### src/rtl/cache_arbiter_pkg.sv
// -----------------------------------------------------------------------------
// cache_arbiter_pkg
// Purpose : shared types for the icache/dcache -> pmem line arbiter.
//           Holds the FSM state encoding, the requester identity used for
//           ownership and round-robin history, and default bus widths.
// Ports   : none (package)
// -----------------------------------------------------------------------------
package cache_arbiter_pkg;

    localparam int ADDR_W_DEF = 32;
    localparam int LINE_W_DEF = 256;

    typedef enum logic [1:0] {
        IDLE,
        BUSY,
        RESP
    } arb_state_t;

    typedef enum logic {
        ICACHE,
        DCACHE
    } arb_owner_t;

    // The requester that did not win last time.
    function automatic arb_owner_t other_owner(input arb_owner_t o);
        return (o == ICACHE) ? DCACHE : ICACHE;
    endfunction

endpackage

### src/rtl/cache_arbiter_if.sv
// -----------------------------------------------------------------------------
// cache_arbiter_if
// Purpose : bundles the icache, dcache and pmem line ports of the arbiter.
// Modports:
//   slave  - the arbiter: takes requests/pmem completions, drives pmem and
//            the per-requester data/resp.
//   master - the surrounding system (both caches plus pmem).
// Signals : i_addr/i_read/i_rdata/i_resp   icache miss path
//           d_addr/d_read/d_write/d_wdata/d_rdata/d_resp   dcache path
//           p_addr/p_read/p_write/p_wdata/p_rdata/p_resp   pmem line port
// -----------------------------------------------------------------------------
interface cache_arbiter_if #(
    parameter int ADDR_W = 32,
    parameter int LINE_W = 256
);
    logic [ADDR_W-1:0] i_addr;
    logic              i_read;
    logic [LINE_W-1:0] i_rdata;
    logic              i_resp;

    logic [ADDR_W-1:0] d_addr;
    logic              d_read;
    logic              d_write;
    logic [LINE_W-1:0] d_wdata;
    logic [LINE_W-1:0] d_rdata;
    logic              d_resp;

    logic [ADDR_W-1:0] p_addr;
    logic              p_read;
    logic              p_write;
    logic [LINE_W-1:0] p_wdata;
    logic [LINE_W-1:0] p_rdata;
    logic              p_resp;

    modport slave (
        input  i_addr, i_read,
        output i_rdata, i_resp,
        input  d_addr, d_read, d_write, d_wdata,
        output d_rdata, d_resp,
        output p_addr, p_read, p_write, p_wdata,
        input  p_rdata, p_resp
    );

    modport master (
        output i_addr, i_read,
        input  i_rdata, i_resp,
        output d_addr, d_read, d_write, d_wdata,
        input  d_rdata, d_resp,
        input  p_addr, p_read, p_write, p_wdata,
        output p_rdata, p_resp
    );
endinterface

### src/rtl/cache_arbiter_rr_arbiter2.sv
// -----------------------------------------------------------------------------
// rr_arbiter2
// Purpose : combinational two-way round-robin pick between icache and dcache.
// Ports   : i_req_i   icache request pending
//           d_req_i   dcache request pending
//           last_i    requester granted most recently
//           valid_o   some requester is pending
//           grant_o   chosen requester (meaningful when valid_o)
// -----------------------------------------------------------------------------
module rr_arbiter2
    import cache_arbiter_pkg::*;
(
    input  logic       i_req_i,
    input  logic       d_req_i,
    input  arb_owner_t last_i,
    output logic       valid_o,
    output arb_owner_t grant_o
);

    always_comb begin
        valid_o = i_req_i | d_req_i;
        grant_o = ICACHE;
        if (i_req_i && d_req_i) begin
            // Contention: the side that lost last time wins now.
            grant_o = other_owner(last_i);
        end else if (d_req_i) begin
            grant_o = DCACHE;
        end
    end

endmodule

### src/rtl/cache_arbiter.sv
// -----------------------------------------------------------------------------
// cache_arbiter
// Purpose : shares the single pmem cacheline port between icache and dcache.
//           One line transaction at a time, round-robin on contention, grant
//           held until pmem completes, then a one-cycle resp to the owner.
// Ports   : clk   clock, all state on the rising edge
//           rst   asynchronous reset, active low (asserted at 0)
//           bus   cache_arbiter_if.slave (icache, dcache and pmem line ports)
// Notes   : p_* and *_rdata are registered; *_resp is decoded from the
//           RESP state so it is exactly one cycle wide.
// -----------------------------------------------------------------------------
module cache_arbiter
    import cache_arbiter_pkg::*;
#(
    parameter int ADDR_W = ADDR_W_DEF,
    parameter int LINE_W = LINE_W_DEF
) (
    input  logic            clk,
    input  logic            rst,
    cache_arbiter_if.slave  bus
);

    arb_state_t        state_q, state_d;
    arb_owner_t        owner_q, owner_d;
    arb_owner_t        last_q,  last_d;
    logic [ADDR_W-1:0] p_addr_q,  p_addr_d;
    logic              p_read_q,  p_read_d;
    logic              p_write_q, p_write_d;
    logic [LINE_W-1:0] p_wdata_q, p_wdata_d;
    logic [LINE_W-1:0] i_rdata_q, i_rdata_d;
    logic [LINE_W-1:0] d_rdata_q, d_rdata_d;

    logic       i_req;
    logic       d_req;
    logic       gnt_valid;
    arb_owner_t gnt;

    assign i_req = bus.i_read;
    assign d_req = bus.d_read | bus.d_write;

    rr_arbiter2 u_rr (
        .i_req_i (i_req),
        .d_req_i (d_req),
        .last_i  (last_q),
        .valid_o (gnt_valid),
        .grant_o (gnt)
    );

    always_ff @(posedge clk or negedge rst) begin
        if (!rst) begin
            state_q   <= IDLE;
            owner_q   <= ICACHE;
            last_q    <= ICACHE;
            p_addr_q  <= '0;
            p_read_q  <= 1'b0;
            p_write_q <= 1'b0;
            p_wdata_q <= '0;
            i_rdata_q <= '0;
            d_rdata_q <= '0;
        end else begin
            state_q   <= state_d;
            owner_q   <= owner_d;
            last_q    <= last_d;
            p_addr_q  <= p_addr_d;
            p_read_q  <= p_read_d;
            p_write_q <= p_write_d;
            p_wdata_q <= p_wdata_d;
            i_rdata_q <= i_rdata_d;
            d_rdata_q <= d_rdata_d;
        end
    end

    always_comb begin
        state_d   = state_q;
        owner_d   = owner_q;
        last_d    = last_q;
        p_addr_d  = p_addr_q;
        p_read_d  = p_read_q;
        p_write_d = p_write_q;
        p_wdata_d = p_wdata_q;
        i_rdata_d = i_rdata_q;
        d_rdata_d = d_rdata_q;

        unique case (state_q)
            IDLE: begin
                if (gnt_valid) begin
                    owner_d = gnt;
                    last_d  = gnt;
                    state_d = BUSY;
                    if (gnt == ICACHE) begin
                        p_addr_d  = bus.i_addr;
                        p_read_d  = 1'b1;
                        p_write_d = 1'b0;
                    end else begin
                        // d_read together with d_write is illegal; write wins.
                        p_addr_d  = bus.d_addr;
                        p_write_d = bus.d_write;
                        p_read_d  = ~bus.d_write;
                        p_wdata_d = bus.d_wdata;
                    end
                end
            end
            BUSY: begin
                if (bus.p_resp) begin
                    p_read_d  = 1'b0;
                    p_write_d = 1'b0;
                    state_d   = RESP;
                    if (p_read_q) begin
                        if (owner_q == ICACHE) begin
                            i_rdata_d = bus.p_rdata;
                        end else begin
                            d_rdata_d = bus.p_rdata;
                        end
                    end
                end
            end
            RESP: begin
                // p_resp seen here or in IDLE is spurious and ignored.
                state_d = IDLE;
            end
            default: begin
                state_d = IDLE;
            end
        endcase
    end

    assign bus.p_addr  = p_addr_q;
    assign bus.p_read  = p_read_q;
    assign bus.p_write = p_write_q;
    assign bus.p_wdata = p_wdata_q;
    assign bus.i_rdata = i_rdata_q;
    assign bus.d_rdata = d_rdata_q;
    assign bus.i_resp  = (state_q == RESP) && (owner_q == ICACHE);
    assign bus.d_resp  = (state_q == RESP) && (owner_q == DCACHE);

    a_d_rw_exclusive : assert property (
        @(posedge clk) disable iff (!rst) !(bus.d_read && bus.d_write)
    ) else $warning("dcache read and write both high; serving it as a write");

endmodule

### src/flat_wrapper.sv
// flat-port wrapper written by rule: the top's interface ports become plain ports
module cache_arbiter_flat import cache_arbiter_pkg::*;
#(
    parameter int ADDR_W = ADDR_W_DEF,
    parameter int LINE_W = LINE_W_DEF
)
  (clk, rst, bus_i_addr, bus_i_read, bus_i_rdata, bus_i_resp, bus_d_addr, bus_d_read, bus_d_write, bus_d_wdata, bus_d_rdata, bus_d_resp, bus_p_addr, bus_p_read, bus_p_write, bus_p_wdata, bus_p_rdata, bus_p_resp);
  cache_arbiter_if #(.ADDR_W(ADDR_W), .LINE_W(LINE_W)) bus_i ();
  input  logic clk;
  input  logic rst;
  input wire logic [$bits(bus_i.i_addr)-1:0] bus_i_addr;
  input wire logic [$bits(bus_i.i_read)-1:0] bus_i_read;
  output wire logic [$bits(bus_i.i_rdata)-1:0] bus_i_rdata;
  output wire logic [$bits(bus_i.i_resp)-1:0] bus_i_resp;
  input wire logic [$bits(bus_i.d_addr)-1:0] bus_d_addr;
  input wire logic [$bits(bus_i.d_read)-1:0] bus_d_read;
  input wire logic [$bits(bus_i.d_write)-1:0] bus_d_write;
  input wire logic [$bits(bus_i.d_wdata)-1:0] bus_d_wdata;
  output wire logic [$bits(bus_i.d_rdata)-1:0] bus_d_rdata;
  output wire logic [$bits(bus_i.d_resp)-1:0] bus_d_resp;
  output wire logic [$bits(bus_i.p_addr)-1:0] bus_p_addr;
  output wire logic [$bits(bus_i.p_read)-1:0] bus_p_read;
  output wire logic [$bits(bus_i.p_write)-1:0] bus_p_write;
  output wire logic [$bits(bus_i.p_wdata)-1:0] bus_p_wdata;
  input wire logic [$bits(bus_i.p_rdata)-1:0] bus_p_rdata;
  input wire logic [$bits(bus_i.p_resp)-1:0] bus_p_resp;
  assign bus_i.i_addr = bus_i_addr;
  assign bus_i.i_read = bus_i_read;
  assign bus_i_rdata = bus_i.i_rdata;
  assign bus_i_resp = bus_i.i_resp;
  assign bus_i.d_addr = bus_d_addr;
  assign bus_i.d_read = bus_d_read;
  assign bus_i.d_write = bus_d_write;
  assign bus_i.d_wdata = bus_d_wdata;
  assign bus_d_rdata = bus_i.d_rdata;
  assign bus_d_resp = bus_i.d_resp;
  assign bus_p_addr = bus_i.p_addr;
  assign bus_p_read = bus_i.p_read;
  assign bus_p_write = bus_i.p_write;
  assign bus_p_wdata = bus_i.p_wdata;
  assign bus_i.p_rdata = bus_p_rdata;
  assign bus_i.p_resp = bus_p_resp;
  cache_arbiter #(.ADDR_W(ADDR_W), .LINE_W(LINE_W)) u_core (.clk(clk), .rst(rst), .bus(bus_i));
endmodule
### config.mk
export PLATFORM = sky130hd
export DESIGN_NAME = cache_arbiter_flat
export DESIGN_NICKNAME = d
export VERILOG_FILES = /design/src/rtl/cache_arbiter_pkg.sv /design/src/rtl/cache_arbiter_if.sv /design/src/rtl/cache_arbiter_rr_arbiter2.sv /design/src/rtl/cache_arbiter.sv /design/src/flat_wrapper.sv
export SDC_FILE = /design/constraint.sdc
export NUM_CORES = 1
export LEC_CHECK = 0
export BUFFER_PORTS_ARGS = -buffer_cell sky130_fd_sc_hd__buf_2
export CAP_MARGIN = 30
export CORE_AREA = 10 10 526 528
export DETAILED_ROUTE_END_ITERATION = 7
export DIE_AREA = 0 0 536 538
export PLACE_DENSITY_LB_ADDON = 0.25
export REMOVE_ABC_BUFFERS = 1
export SKIP_LAST_GASP = 1
export SLEW_MARGIN = 20
export SYNTH_ARGS = -nofsm -noshare
export SYNTH_HDL_FRONTEND = slang
export SYNTH_HIERARCHICAL = 1
export SYNTH_SLANG_ARGS = --single-unit
### constraint.sdc
create_clock -name clk -period 1.8 [get_ports clk]
set_input_delay 0.18 -clock clk [delete_from_list [all_inputs] [get_ports clk]]
set_output_delay 0.18 -clock clk [all_outputs]
set_load 0.01 [all_outputs]
==> results of run 1 <==
per-layer routing:
layer  GRT usage  routed length [um]  up-vias
met3      0.0606               22300      309
met2       0.209               90500     1247
li1            -                   -    10800
met5           0                 621        -
met1       0.163               85600    12600
met4      0.0300                4710       92
through the flow:
stage / total power [mW] / hold slack (ps) / instance area, sq um
after global placement: 70.1 / 98.2 / 43200
after detailed placement: 70.3 / 99.1 / 43200
after global routing: 101 / 61.3 / 55100
after CTS: 95.5 / 11.2 / 53900
after floorplan: 48.2 / -116 / 30300
final: 95.5 / 85.1 / 55200
report_power, final:
group,switching (mW),internal [mW],leakage (nW),total [mW]
sequential,5.44,27.2,9.62,32.7
combinational,21.9,19.1,14.3,41.0
clock,8.72,13.1,1.76,21.9
total,36.1,59.4,25.7,95.5
path summary, 6_finish.rpt:
check	start	end	slack (ps)	cells past startpoint
hold reg to reg	u_core/bus.i_rdata[249]$_DFFE_PN0P_	u_core/bus.i_rdata[249]$_DFFE_PN0P_	480	1
setup reg to reg	u_core/state_q[0]$_DFFE_PN0P_	u_core/bus.i_rdata[167]$_DFFE_PN0P_	-210	8
min in group clk	bus_d_wdata[130]	u_core/bus.p_wdata[130]$_DFFE_PN0P_	120	3
hold / removal	rst	u_core/bus.p_wdata[151]$_DFFE_PN0P_	90	3
setup / recovery	u_core/state_q[0]$_DFFE_PN0P_	u_core/bus.i_rdata[167]$_DFFE_PN0P_	-210	8
max in group asynchronous	rst	u_core/bus.i_rdata[171]$_DFFE_PN0P_	670	3
tightest hold or removal path, cell delays in order:
cell           delay, ps
dlygate4sd3_1        580
buf_8                230
buf_12               250
cells in the mapped netlist:
| library cell | n |
|---|---|
| a211oi_1 | 1 |
| a21boi_1 | 1 |
| a21oi_1 | 32 |
| a22o_1 | 1 |
| a32o_1 | 1 |
| and2_1 | 1 |
| and3b_1 | 3 |
| buf_1 | 1 |
| buf_2 | 35 |
| buf_4 | 14 |
| buf_6 | 40 |
| clkbuf_1 | 7 |
| dfrtp_1 | 805 |
| mux2_1 | 90 |
| mux2_2 | 479 |
| mux2_4 | 200 |
| mux2i_1 | 32 |
| nand2_1 | 1 |
| nand3_1 | 1 |
| nor2_1 | 34 |
| nor3b_1 | 1 |
| nor3b_2 | 1 |
| or2_1 | 1 |
| or2_2 | 1 |
flip-flops by register name, indices dropped and copies added, names as in the netlist:
register / flops
u_core/bus.d_rdata: 256
u_core/bus.i_rdata: 256
u_core/bus.p_wdata: 256
u_core/bus.p_addr: 32
u_core/state_q: 2
u_core/bus.p_read: 1
u_core/bus.p_write: 1
u_core/last_q: 1
area by class of cell:
type	count	area (sq um)	area share
timing repair buffer	2178	16100	0.292
clock inverter	34	417	0.00755
tap	3552	4440	0.0806
clock buffer	160	3160	0.0573
antenna	38	95.1	0.00172
multi-input combinational	881	10800	0.195
sequential	805	20100	0.365
repair_timing:
| action | 4_1_cts | 5_1_grt |
|---|---|---|
| setup endpoints to repair | 702 | 799 |
| buffers inserted | 28 | 19 |
| pin swaps | 2 | 2 |
| resized for setup | 84 | 187 |
| hold buffers | 581 | 0 |
| gates cloned | 19 | 25 |
| endpoints found under the hold margin | 1609 | 0 |
cells by family (layout without fill, tap and decap cells):
| group | Yosys count | after routing | synth area share |
|---|---|---|---|
| buffers and inverters | 97 | 2372 | 0.0245 |
| DFF | 805 | 805 | 0.649 |
| and+or+nand+nor | 44 | 44 | 0.00649 |
| AOI/OAI and AO/OA | 36 | 36 | 0.00625 |
| muxes | 801 | 801 | 0.314 |
| other | 0 | 38 | 0 |
==> results.py, run 1 <==
metrics = {
    "grt": {
        "grt_overflow": 0,
        "globalRouteTotalUtil": 0.132,
        "grt_pass1_wl_mm": 261,
        "grt_max_degree": 81,
        "grt_pass1_vias": 27300,
        "antenna_found_initial": 118,
    },
    "worst_setup_path": {
        "critPathRequiredTime_ps": 2490,
        "path_cells": "buf_6, and3b_2, and3b_4, buf_12, buf_8, buf_16, clkbuf_16, mux2_4",
        "slowest_stage": "dfrtp_1",
        "worstSetupStartpointType": "flop",
        "worstSetupEndpointType": "flop",
        "cp_num_buf_inv": 5,
        "criticalPathCategory": "reg2reg",
        "critPathTopFamily": "buffers and inverters",
        "cp_slowest_stage_delay_ps": 380,
        "crit_arrival_ps": 2700,
        "path_max_fanout": 7,
    },
    "placed_design": {
        "dp_cells": 6756,
        "gp_routability_congestion": 0.868,
        "preCtsSetupSlack_ps": -306,
        "hpwl_mm": 166,
        "port_buffers": 1385,
    },
    "sta": {
        "setup-tns-final_ps": -98640,
        "tightest_slew_ps": 644,
        "setup_viol": 778,
        "period_share": 1.12,
        "hold_viol": 0,
        "drv_slew": 0,
        "final.setup_skew_ps": 44.7,
        "fmax_ghz": 0.498,
        "period_needed_ps": 2010,
        "setup_ws_ps": -210,
        "relSlewSlack": 0.571,
        "rsz0062_at_grt": "true",
    },
    "route": {
        "drt-total-wl_mm": 204,
        "post_drt_wl_per_cell_um": 26.6,
        "ant_nets": 0,
        "drt_iter0_markers": 1071,
        "via_per_inst": 3.28,
        "drc": 0,
        "firstDrtPassIters": 5,
        "vias": 25100,
    },
    "cts": {
        "cts.sink_count": 805,
        "cts_buffers": 108,
        "insertion_delay_ps": 820,
        "cts_buffer_depth": 4,
        "htreeDepth": 3,
        "path_clk_slew_ps": 60,
        "cts_tree": "done",
        "cts-root-buf": "clkbuf_16",
    },
    "floorplanning": {
        "rows": 190,
        "dieHeight_um": 538,
        "io_pins": 1386,
        "die-area_sq_um": 288000,
        "initial_core_util": 0.116,
        "die_w_um": 536,
        "core_area_sq_um": 266000,
    },
    "logic_synthesis": {
        "syn_inst": 1783,
        "syn_avg_cell_area_sq_um": 17.4,
        "yosysTopAreaCell": "dfrtp_1",
        "yosysSeqAreaShare": 0.649,
        "synth-seq-cells": 805,
        "netlist.area_leader.share": 0.649,
        "ys_top_cells_by_area": "dfrtp_1, mux2_2, mux2_4",
        "syn_area_sq_um": 31000,
        "synth_cell_types": 24,
        "ys_warn_count": 6,
    },
    "status": {
        "outcome": "complete, but fails checks",
        "failed_checks": "setup timing",
    },
    "hold_path": {
        "holdCritPathClass": "in2async",
    },
    "layout": {
        "fin_cells": 7648,
        "drive_above_1_share": 0.617,
        "final_net_count": 4556,
        "fillers": 28700,
        "final_core_util": 0.207,
        "syn_to_final_growth_pct": 77.7,
        "most-common-layout-cells": "buf_2, dfrtp_1, dlygate4sd3_1, mux2_2, mux2_4",
        "final_common_cell": "buf_2",
    },
    "flow_run": {
        "maxCapViolCount": 0,
    },
    "power": {
        "ir_drop_v": 0.000884,
        "leakagePower_nw": 25.7,
        "cellPowerDensity_nw_per_um2": 1730,
    },
}
No activity file was read; power rests on OpenSTA's default activity.
==> run 2, diff against run 1 <==
ABC_AREA = 1   (was unset)
CORE_AREA = 10 10 535 537   (was 10 10 526 528)
DIE_AREA = 0 0 545 547   (was 0 0 536 538)
==> run 2 against run 1 <==
  * The run still ends with setup timing left
  * Design area grew 0.56%
  * Sequential share of layout area shrank 0.20 points
  * Hold slack gained 58 ps
  * Cell count grew 25%
  * Combinational power shrank 2%
  * Count of clock-buffer cells in the layout shrank 14
  * Via count grew 33%
  * Sequential power shrank 4%
  * Wire length grew 1.6%
  * First-iteration DRC count grew 77%
  * Global-route usage shrank 0.40 points
  * Register-to-register slack gained 200 ps
==> results.py, run 2 <==
metrics = {
    "power": {
        "leakagePower_nw": 29.3,
        "p_total_mw": 93.5,
        "internal_power_mw": 54.6,
        "netSwitchingFraction": 0.416,
        "cellPowerDensity_nw_per_um2": 1680,
        "pwr-share-comb": 0.429,
        "p_sw_mw": 38.9,
        "ir_drop_v": 0.000733,
        "clkPwrFrac": 0.236,
        "seq_power_share": 0.335,
    },
    "route": {
        "via_per_inst": 3.50,
        "drt_iter0_markers": 1894,
        "firstDrtPassIters": 7,
        "vias": 33300,
        "post_drt_wl_per_cell_um": 21.7,
        "ant_nets": 0,
        "drt-total-wl_mm": 207,
        "drc": 0,
    },
    "sta": {
        "drv_slew": 0,
        "final.setup_skew_ps": 22.9,
        "tightest_slew_ps": 608,
        "whs_ps": 144,
        "hold_viol": 0,
        "setup_viol": 6,
        "period_needed_ps": 1920,
        "period_share": 1.07,
        "rsz0062_at_grt": "true",
        "setup-tns-final_ps": -228,
        "fmax_ghz": 0.520,
        "setup_ws_ps": -122,
        "relSlewSlack": 0.594,
    },
    "cts": {
        "path_clk_slew_ps": 50,
        "insertion_delay_ps": 810,
        "cts_tree": "done",
        "cts-root-buf": "clkbuf_16",
        "cts_buffers": 103,
        "htreeDepth": 3,
        "cts.sink_count": 805,
        "cts_buffer_depth": 4,
    },
    "logic_synthesis": {
        "yosysTopAreaCell": "dfrtp_1",
        "synth-seq-cells": 805,
        "syn_inst": 3574,
        "yosysSeqAreaShare": 0.628,
        "ys_top_cells_by_area": "dfrtp_1, nand2_1, nand3_1",
        "syn_area_sq_um": 32100,
        "netlist.area_leader.share": 0.628,
        "synth_top_cells_by_count": "nand2_1, dfrtp_1, nand3_1, buf_6, buf_4",
        "synth_edf_count": 0,
        "async_flop_share": 1.00,
        "yosys_most_used_dff": "dfrtp_1",
        "synth_cell_types": 19,
        "yosysMostFrequentCell": "nand2_1",
        "ys_warn_count": 6,
        "syn_avg_cell_area_sq_um": 8.98,
    },
    "floorplanning": {
        "dieHeight_um": 547,
        "die_w_um": 545,
        "core_area_sq_um": 276000,
        "rows": 193,
        "initial_core_util": 0.116,
        "die-area_sq_um": 298000,
        "io_pins": 1386,
    },
    "placed_design": {
        "hpwl_mm": 164,
        "dp_cells": 8642,
        "port_buffers": 1385,
        "gp_routability_congestion": 0.842,
    },
    "worst_setup_path": {
        "slowest_stage": "dfrtp_1",
        "criticalPathCategory": "reg2out",
        "path_cells": "buf_6, inv_4, buf_6, nor3_2, buf_4",
        "crit_arrival_ps": 1740,
        "critPathRequiredTime_ps": 1620,
        "worstSetupStartpointType": "flop",
        "cp_slowest_stage_delay_ps": 360,
        "cp_num_buf_inv": 4,
        "crit_path_frequent_cell": "buf_6",
        "path_max_fanout": 3,
        "worstSetupEndpointType": "primary output",
        "critPathTopFamily": "buffers and inverters",
    },
    "grt": {
        "grt_pass1_vias": 34100,
        "grt_overflow": 0,
        "grt_pass1_wl_mm": 276,
        "globalRouteTotalUtil": 0.128,
        "grt_max_degree": 71,
        "antenna_found_initial": 108,
    },
    "status": {
        "failed_checks": "setup timing",
        "outcome": "complete, but fails checks",
    },
    "layout": {
        "syn_to_final_growth_pct": 72.8,
        "fin_cells": 9524,
        "final_common_cell": "nand2_1",
        "drive_above_1_share": 0.325,
        "final_net_count": 6272,
        "most-common-layout-cells": "nand2_1, buf_2, dfrtp_1, dlygate4sd3_1, nand3_1",
    },
    "hold_path": {
        "holdCritPathClass": "in2reg",
    },
    "flow_run": {
        "maxCapViolCount": 0,
    },
}
==> run 2: per-stage QoR <==
| stage | cell area, sq um | setup WS [ps] | utilization |
|---|---|---|---|
| floorplan | 30400 | -6820 | - |
| global placement | 44500 | -311 | 0.162 |
| detailed placement | 44500 | -310 | 0.162 |
| CTS | 54100 | -310 | 0.196 |
| global route | 55400 | -227 | 0.201 |
| finish | 55500 | -122 | 0.201 |
==> run 2: area by class of cell <==
type / instances / area (sq um)
fill: 30600 / 220000
sequential: 805 / 20100
timing repair buffer: 2243 / 16400
multi-input combinational: 2496 / 10400
tap: 3705 / 4640
clock buffer: 146 / 2950
clock inverter: 42 / 618
inverter: 40 / 180
antenna: 46 / 115
timing repair inverter: 1 / 16.3
==> run 2: what timing repair did <==
item,4_1_cts,5_1_grt
pin swaps,2,5
endpoints found under the setup margin,265,279
hold buffers,579,1
buffers inserted,6,35
gates resized for setup,11,94
hold endpoints to repair,1605,1
cloned,3,28
==> run 2: worst register-to-register path, delay by kind of cell, from the launching register on <==
kind	cells	cell delay, ps
buf+inv	7	970
flops	1	390
simple gates	4	400
==> run 2: per-layer routing <==
layer  vias up  global-route usage  wire length (um)
li1      15600                   -                 -
met2      1490               0.218            100000
met3       358              0.0398             17300
met4        38              0.0583             10600
met5         -                   0               210
met1     15900               0.145             78800
==> run 2: power by group through the flow <==
stage / clock, mW / combinational (mW) / sequential (mW)
2_1_floorplan: 0 / 10.9 / 34.7
3_3_place_gp: 0 / 36.9 / 31.6
3_5_place_dp: 0 / 37.1 / 31.6
4_1_cts: 22.9 / 38.8 / 31.4
5_1_grt: 23.6 / 43.7 / 32.4
6_report: 22.0 / 40.1 / 31.3
==> run 2: cell families (layout without fill, tap and decap cells) <==
kind of cell / Yosys count / after routing / share of synthesized area
other cells: 0 / 46 / 0
flops: 805 / 805 / 0.628
compound gates: 35 / 35 / 0.00546
buf+inv: 278 / 2472 / 0.0587
simple gates: 2456 / 2461 / 0.308
==> run 2: final timing paths <==
path,startpoint,to,slack (ps),cells past startpoint
max in group asynchronous,rst,u_core/bus.d_rdata[219]$_DFFE_PN0P_,990,3
worst min register to register,u_core/bus.i_rdata[54]$_DFFE_PN0P_,u_core/bus.i_rdata[54]$_DFFE_PN0P_,460,2
min in group asynchronous,rst,u_core/bus.p_wdata[130]$_DFFE_PN0P_,340,3
worst min-delay path,bus_p_rdata[101],u_core/bus.d_rdata[101]$_DFFE_PN0P_,140,4
worst max register to register,u_core/state_q[1]$_DFFE_PN0P_,u_core/bus.i_rdata[73]$_DFFE_PN0P_,-10,11
worst max-delay path,u_core/state_q[1]$_DFFE_PN0P_,bus_i_resp,-120,5
